File: src/rtl/ysyx_23060332_ifu_pkg.sv
// Shared types and constants for the NPC instruction fetch unit.
package ysyx_23060332_ifu_pkg;

  typedef logic [31:0] inst_bus_t;
  typedef logic [31:0] inst_addr_bus_t;

  localparam inst_addr_bus_t RESET_PC = 32'h8000_0000;
  localparam inst_bus_t      INST_NOP = 32'h0000_0013;

  typedef enum logic [1:0] {
    IFU_IDLE = 2'd0,
    IFU_REQ  = 2'd1,
    IFU_WAIT = 2'd2,
    IFU_HOLD = 2'd3
  } ifu_state_e;

  // Redirect targets are word addresses; the two low bits are forced to zero.
  function automatic inst_addr_bus_t word_target(input logic [29:0] word_idx);
    return {word_idx, 2'b00};
  endfunction

endpackage

File: src/rtl/ysyx_23060332_ifu.sv
// Instruction fetch unit: one outstanding imem read, instruction held for the IDU
// until consumed, EXU redirects squash whatever is in flight or held.
//
// state | meaning
// IDLE  | first cycle after reset, no request yet
// REQ   | imem_req_valid asserted with pc, waiting for accept
// WAIT  | request accepted, waiting for response (dropped if discard set)
// HOLD  | instruction presented to IDU until fire or redirect
module ysyx_23060332_ifu
  import ysyx_23060332_ifu_pkg::*;
(
  input  logic        clk,
  input  logic        rst,
  output logic        imem_req_valid,
  output logic [31:0] imem_req_addr,
  input  logic        imem_req_ready,
  input  logic        imem_rsp_valid,
  input  logic [31:0] imem_rsp_data,
  input  logic        jump_en,
  input  logic [31:0] jump_addr,
  output logic        inst_valid,
  output logic [31:0] inst_o,
  output logic [31:0] inst_addr,
  input  logic        inst_ready
);

  ifu_state_e     state_q, state_d;
  inst_addr_bus_t pc_q, pc_d;
  inst_bus_t      inst_q;
  inst_addr_bus_t addr_q;
  logic           discard_q, discard_d;
  logic           capture;
  logic           unused_jump_lsb;

  assign unused_jump_lsb = ^jump_addr[1:0];

  always_ff @(posedge clk or posedge rst) begin
    if (rst) begin
      state_q <= IFU_IDLE;
    end else begin
      state_q <= state_d;
    end
  end

  always_comb begin
    state_d   = state_q;
    pc_d      = pc_q;
    discard_d = discard_q;
    capture   = 1'b0;
    case (state_q)
      IFU_IDLE: state_d = IFU_REQ;
      IFU_REQ: begin
        if (imem_req_ready) begin
          state_d   = IFU_WAIT;
          discard_d = jump_en;
        end
      end
      IFU_WAIT: begin
        if (imem_rsp_valid) begin
          if (discard_q || jump_en) begin
            state_d   = IFU_REQ;
            discard_d = 1'b0;
          end else begin
            state_d = IFU_HOLD;
            capture = 1'b1;
          end
        end else if (jump_en) begin
          discard_d = 1'b1;
        end
      end
      IFU_HOLD: begin
        if (jump_en) begin
          state_d = IFU_REQ;
        end else if (inst_ready) begin
          state_d = IFU_REQ;
          pc_d    = pc_q + 32'd4;
        end
      end
      default: state_d = IFU_IDLE;
    endcase
    // Redirect wins over sequential advance everywhere except the reset cycle.
    if (jump_en && (state_q != IFU_IDLE)) begin
      pc_d = word_target(jump_addr[31:2]);
    end
  end

  always_comb begin
    imem_req_valid = (state_q == IFU_REQ);
    imem_req_addr  = pc_q;
    inst_valid     = (state_q == IFU_HOLD) && !jump_en;
    inst_o         = inst_q;
    inst_addr      = addr_q;
  end

  always_ff @(posedge clk or posedge rst) begin
    if (rst) begin
      pc_q      <= RESET_PC;
      discard_q <= 1'b0;
      inst_q    <= INST_NOP;
      addr_q    <= RESET_PC;
    end else begin
      pc_q      <= pc_d;
      discard_q <= discard_d;
      if (capture) begin
        inst_q <= imem_rsp_data;
        addr_q <= pc_q;
      end
    end
  end

endmodule

File: config.mk
export PLATFORM = sky130hd
export DESIGN_NAME = ysyx_23060332_ifu
export DESIGN_NICKNAME = d
export VERILOG_FILES = /design/src/rtl/ysyx_23060332_ifu_pkg.sv /design/src/rtl/ysyx_23060332_ifu.sv
export SDC_FILE = /design/constraint.sdc
export NUM_CORES = 1
export LEC_CHECK = 0
export BUFFER_PORTS_ARGS = -buffer_cell sky130_fd_sc_hd__buf_2
export CAP_MARGIN = 5
export CORE_ASPECT_RATIO = 0.75
export CORE_MARGIN = 2
export CORE_UTILIZATION = 51
export CTS_BUF_LIST = sky130_fd_sc_hd__clkbuf_4 sky130_fd_sc_hd__clkbuf_8
export DETAILED_ROUTE_END_ITERATION = 8
export MAX_ROUTING_LAYER = met4
export PLACE_DENSITY = 0.83
export SYNTH_ARGS = -nofsm -noshare
export SYNTH_HDL_FRONTEND = slang
export SYNTH_SLANG_ARGS = --single-unit
File: constraint.sdc
create_clock -name clk -period 3.1 [get_ports clk]
set_input_delay 0.31 -clock clk [delete_from_list [all_inputs] [get_ports clk]]
set_output_delay 0.31 -clock clk [all_outputs]
set_load 0.005 [all_outputs]
==> impl_metrics.env <==
export IMPL_root_buffer="clkbuf_8"
export IMPL_io_buffer_count=161
export IMPL_post_dp_cell_area_mm2=0.00530
export IMPL_synthesis_area_mm2=0.00443
export IMPL_avgSynthCellArea_um2=11.8
export IMPL_grt_max_degree=59
export IMPL_wl_per_cell_um=16.9
export IMPL_clock_skew_ns=0.00811
export IMPL_postCtsResizedCells=0
export IMPL_relSlewSlack_pct=31.4
export IMPL_n_fill_cell=695
export IMPL_grtUsageTotal_pct=23.7
export IMPL_period_minus_slack_ns=2.43
export IMPL_num_rows=29
export IMPL_setup_viol=0
export IMPL_num_io_pins=168
export IMPL_seq_area_frac_synth_pct=53.8
export IMPL_critPathKind="flop to flop"
export IMPL_worst_hold_slack_ns=0.0748
export IMPL_p_leak_nw=2.62
export IMPL_htreeDepth=3
export IMPL_syn2layout_area_growth_pct=24.1
export IMPL_clk_latency_ns=0.36
export IMPL_synth_most_common_cell="dfrtp_1"
export IMPL_dp_hpwl_um=7860
export IMPL_hold_viol=0
export IMPL_synth_edf_count=0
export IMPL_ys_warn_count=0
export IMPL_dp_cells=627
export IMPL_setup_tns_ns=0
export IMPL_die_x_um=112
export IMPL_core_mm2=0.00845
export IMPL_crit_fanout=18
export IMPL_synthTopCellsByArea="dfrtp_1 51%, mux2_2 16%, dfstp_2 3.0%"
export IMPL_vias_per_cell=5.53
export IMPL_rsz0062_at_grt="no"
export IMPL_grt_overflow=0
export IMPL_die_y_um=84.7
export IMPL_clk_pin_slew_ns=0.09
export IMPL_cts_tree="built"
export IMPL_hp_class="input pin to asynchronous set/reset pin"
export IMPL_ys_flop_type="dfrtp_1"
export IMPL_ys_ff_latch=95
export IMPL_setup_worst_path_start_class="flop"
export IMPL_synth_top_area_share_pct=50.8
export IMPL_synth_common_cells="90 x dfrtp_1, 62 x mux2_2, 26 x nor2_1"
export IMPL_diodes=0
export IMPL_cts_num_sinks=95
export IMPL_yosysTopAreaCell="dfrtp_1"
export IMPL_post_cts_setup_buffers=0
export IMPL_final_layout_size_suffix_gt1_share_pct=48.8
export IMPL_cts_max_path_buffers=2
export IMPL_layoutNonFillerInstCount=643
export IMPL_dieArea_mm2=0.00946
export IMPL_first_pass_iters=4
export IMPL_vias=3553
export IMPL_fin_nets=606
export IMPL_slew_violations=0
export IMPL_p_per_area_mw_per_mm2=921
export IMPL_final_util_pct=65.0
export IMPL_drv_cap=0
export IMPL_cts_buffers=9
export IMPL_ant_nets=0
export IMPL_drc=0
export IMPL_max_freq_mhz=412
export IMPL_cts_hold_buf=0
export IMPL_design_area_mm2=0.00550
export IMPL_antenna_found_initial=0
export IMPL_netlist_instances=374
export IMPL_worst_slew_pin_slew_ns=1.02
export IMPL_gp_congestion=0.814
export IMPL_multi_input_area_mm2=0.00187
export IMPL_cp_required_ns=3.34
export IMPL_synth_distinct_cells=51
export IMPL_grt_pass1_wl_um=17100
export IMPL_first_iter_violations=274
export IMPL_ir_drop_uv=518
export IMPL_routed_wl_um=10800
export IMPL_async_flop_share_pct=100
export IMPL_cp_end_kind="flop"
export IMPL_finalCritPeriodShare_pct=78.2
export IMPL_seqCellArea_mm2=0.00238
export IMPL_arrival_ns=2.67
export IMPL_start_util_pct=52.4
export IMPL_first_global_vias=3487
export IMPL_outcome="finished clean"
==> cells in the final DEF, fill, tap and decap left out, types with 9 or more instances in the layout <==
master    synthesis  final
a31oi_1          17     17
buf_2             1    161
clkbuf_8          2     10
dfrtp_1          90     90
mux2_2           62     62
nand2_1          20     20
nand3_1           9      9
nor2_1           26     26
o21ai_0          13     13
o31ai_1          10     10
or4_1            11     11
==> state kept, by name, summed over array words and instances, names as in the netlist <==
name	flops
discard_q	1
imem_req_addr	30
inst_addr	30
inst_o	32
state_q	2
==> through the flow <==
| step | power (mW) | worst slack [ns] |
|---|---|---|
| detailed placement | 4.25 | 0.701 |
| CTS | 5.11 | 0.689 |
| floorplan | 3.33 | 0.321 |
| global route | 5.43 | 0.520 |
| global placement | 4.11 | 0.843 |
| finish | 5.06 | 0.675 |
==> layer usage <==
layer | share of wire [%] | track usage, % | routed length (um) | vias to the layer above
met4 | 0.78 | 7.41 | 85 | 0
met1 | 42 | 29.5 | 4540 | 1758
li1 | - | - | - | 1671
met3 | 6.0 | 5.70 | 650 | 10
met2 | 51 | 38.6 | 5570 | 114
met5 | 0 | - | 0 | -
==> layout make-up <==
type	count	share of cell area (%)
Inverter	9	0.660
Clock inverter	3	0.774
Multi-Input combinational cell	247	34.0
Clock buffer	13	2.91
Sequential cell	95	43.4
Timing Repair Buffer	168	15.8
Tap cell	108	2.46
==> worst paths after layout <==
check	startpoint	to	slack, ns	depth (start not counted)
setup reg to reg	imem_req_addr[2]$_DFFE_PP0P_	imem_req_addr[16]$_DFFE_PP0P_	0.67	6
hold reg to reg	inst_addr[5]$_DFFE_PP0P_	inst_addr[5]$_DFFE_PP0P_	0.51	1
min in group clk	jump_addr[8]	imem_req_addr[8]$_DFFE_PP0P_	0.16	3
setup / recovery	imem_req_addr[2]$_DFFE_PP0P_	imem_req_addr[16]$_DFFE_PP0P_	0.67	6
max in group asynchronous	rst	inst_addr[31]$_DFFE_PP1P_	2.24	3
hold / removal	rst	inst_o[21]$_DFFE_PP0P_	0.07	2
==> cell families after synthesis <==
family | count (synthesis) | synth area share [%]
adders and majority gates | 6 | 1.69
other | 1 | 0.0846
and+or+nand+nor | 108 | 13.9
DFF | 95 | 53.8
muxes | 65 | 16.4
AOI/OAI and AO/OA | 57 | 8.44
xor gates and xnor gates | 7 | 1.38
buffers and inverters | 35 | 4.32
==> critical path, stage by stage, from the launching register on <==
cell and delay [ns]:
dfrtp_1 0.46, ha_1 0.20, nand4b_1 0.10, buf_4 0.21, nor4_1 0.88, a31oi_1 0.18
a221o_1 0.29
==> power by group <==
group	leakage (nW)	switching, mW	total (mW)	internal, mW
logic	1.36	0.841	1.83	0.987
registers	1.15	0.564	2.40	1.84
clock network	0.104	0.412	0.834	0.422
No activity file was read; power rests on OpenSTA's default activity.
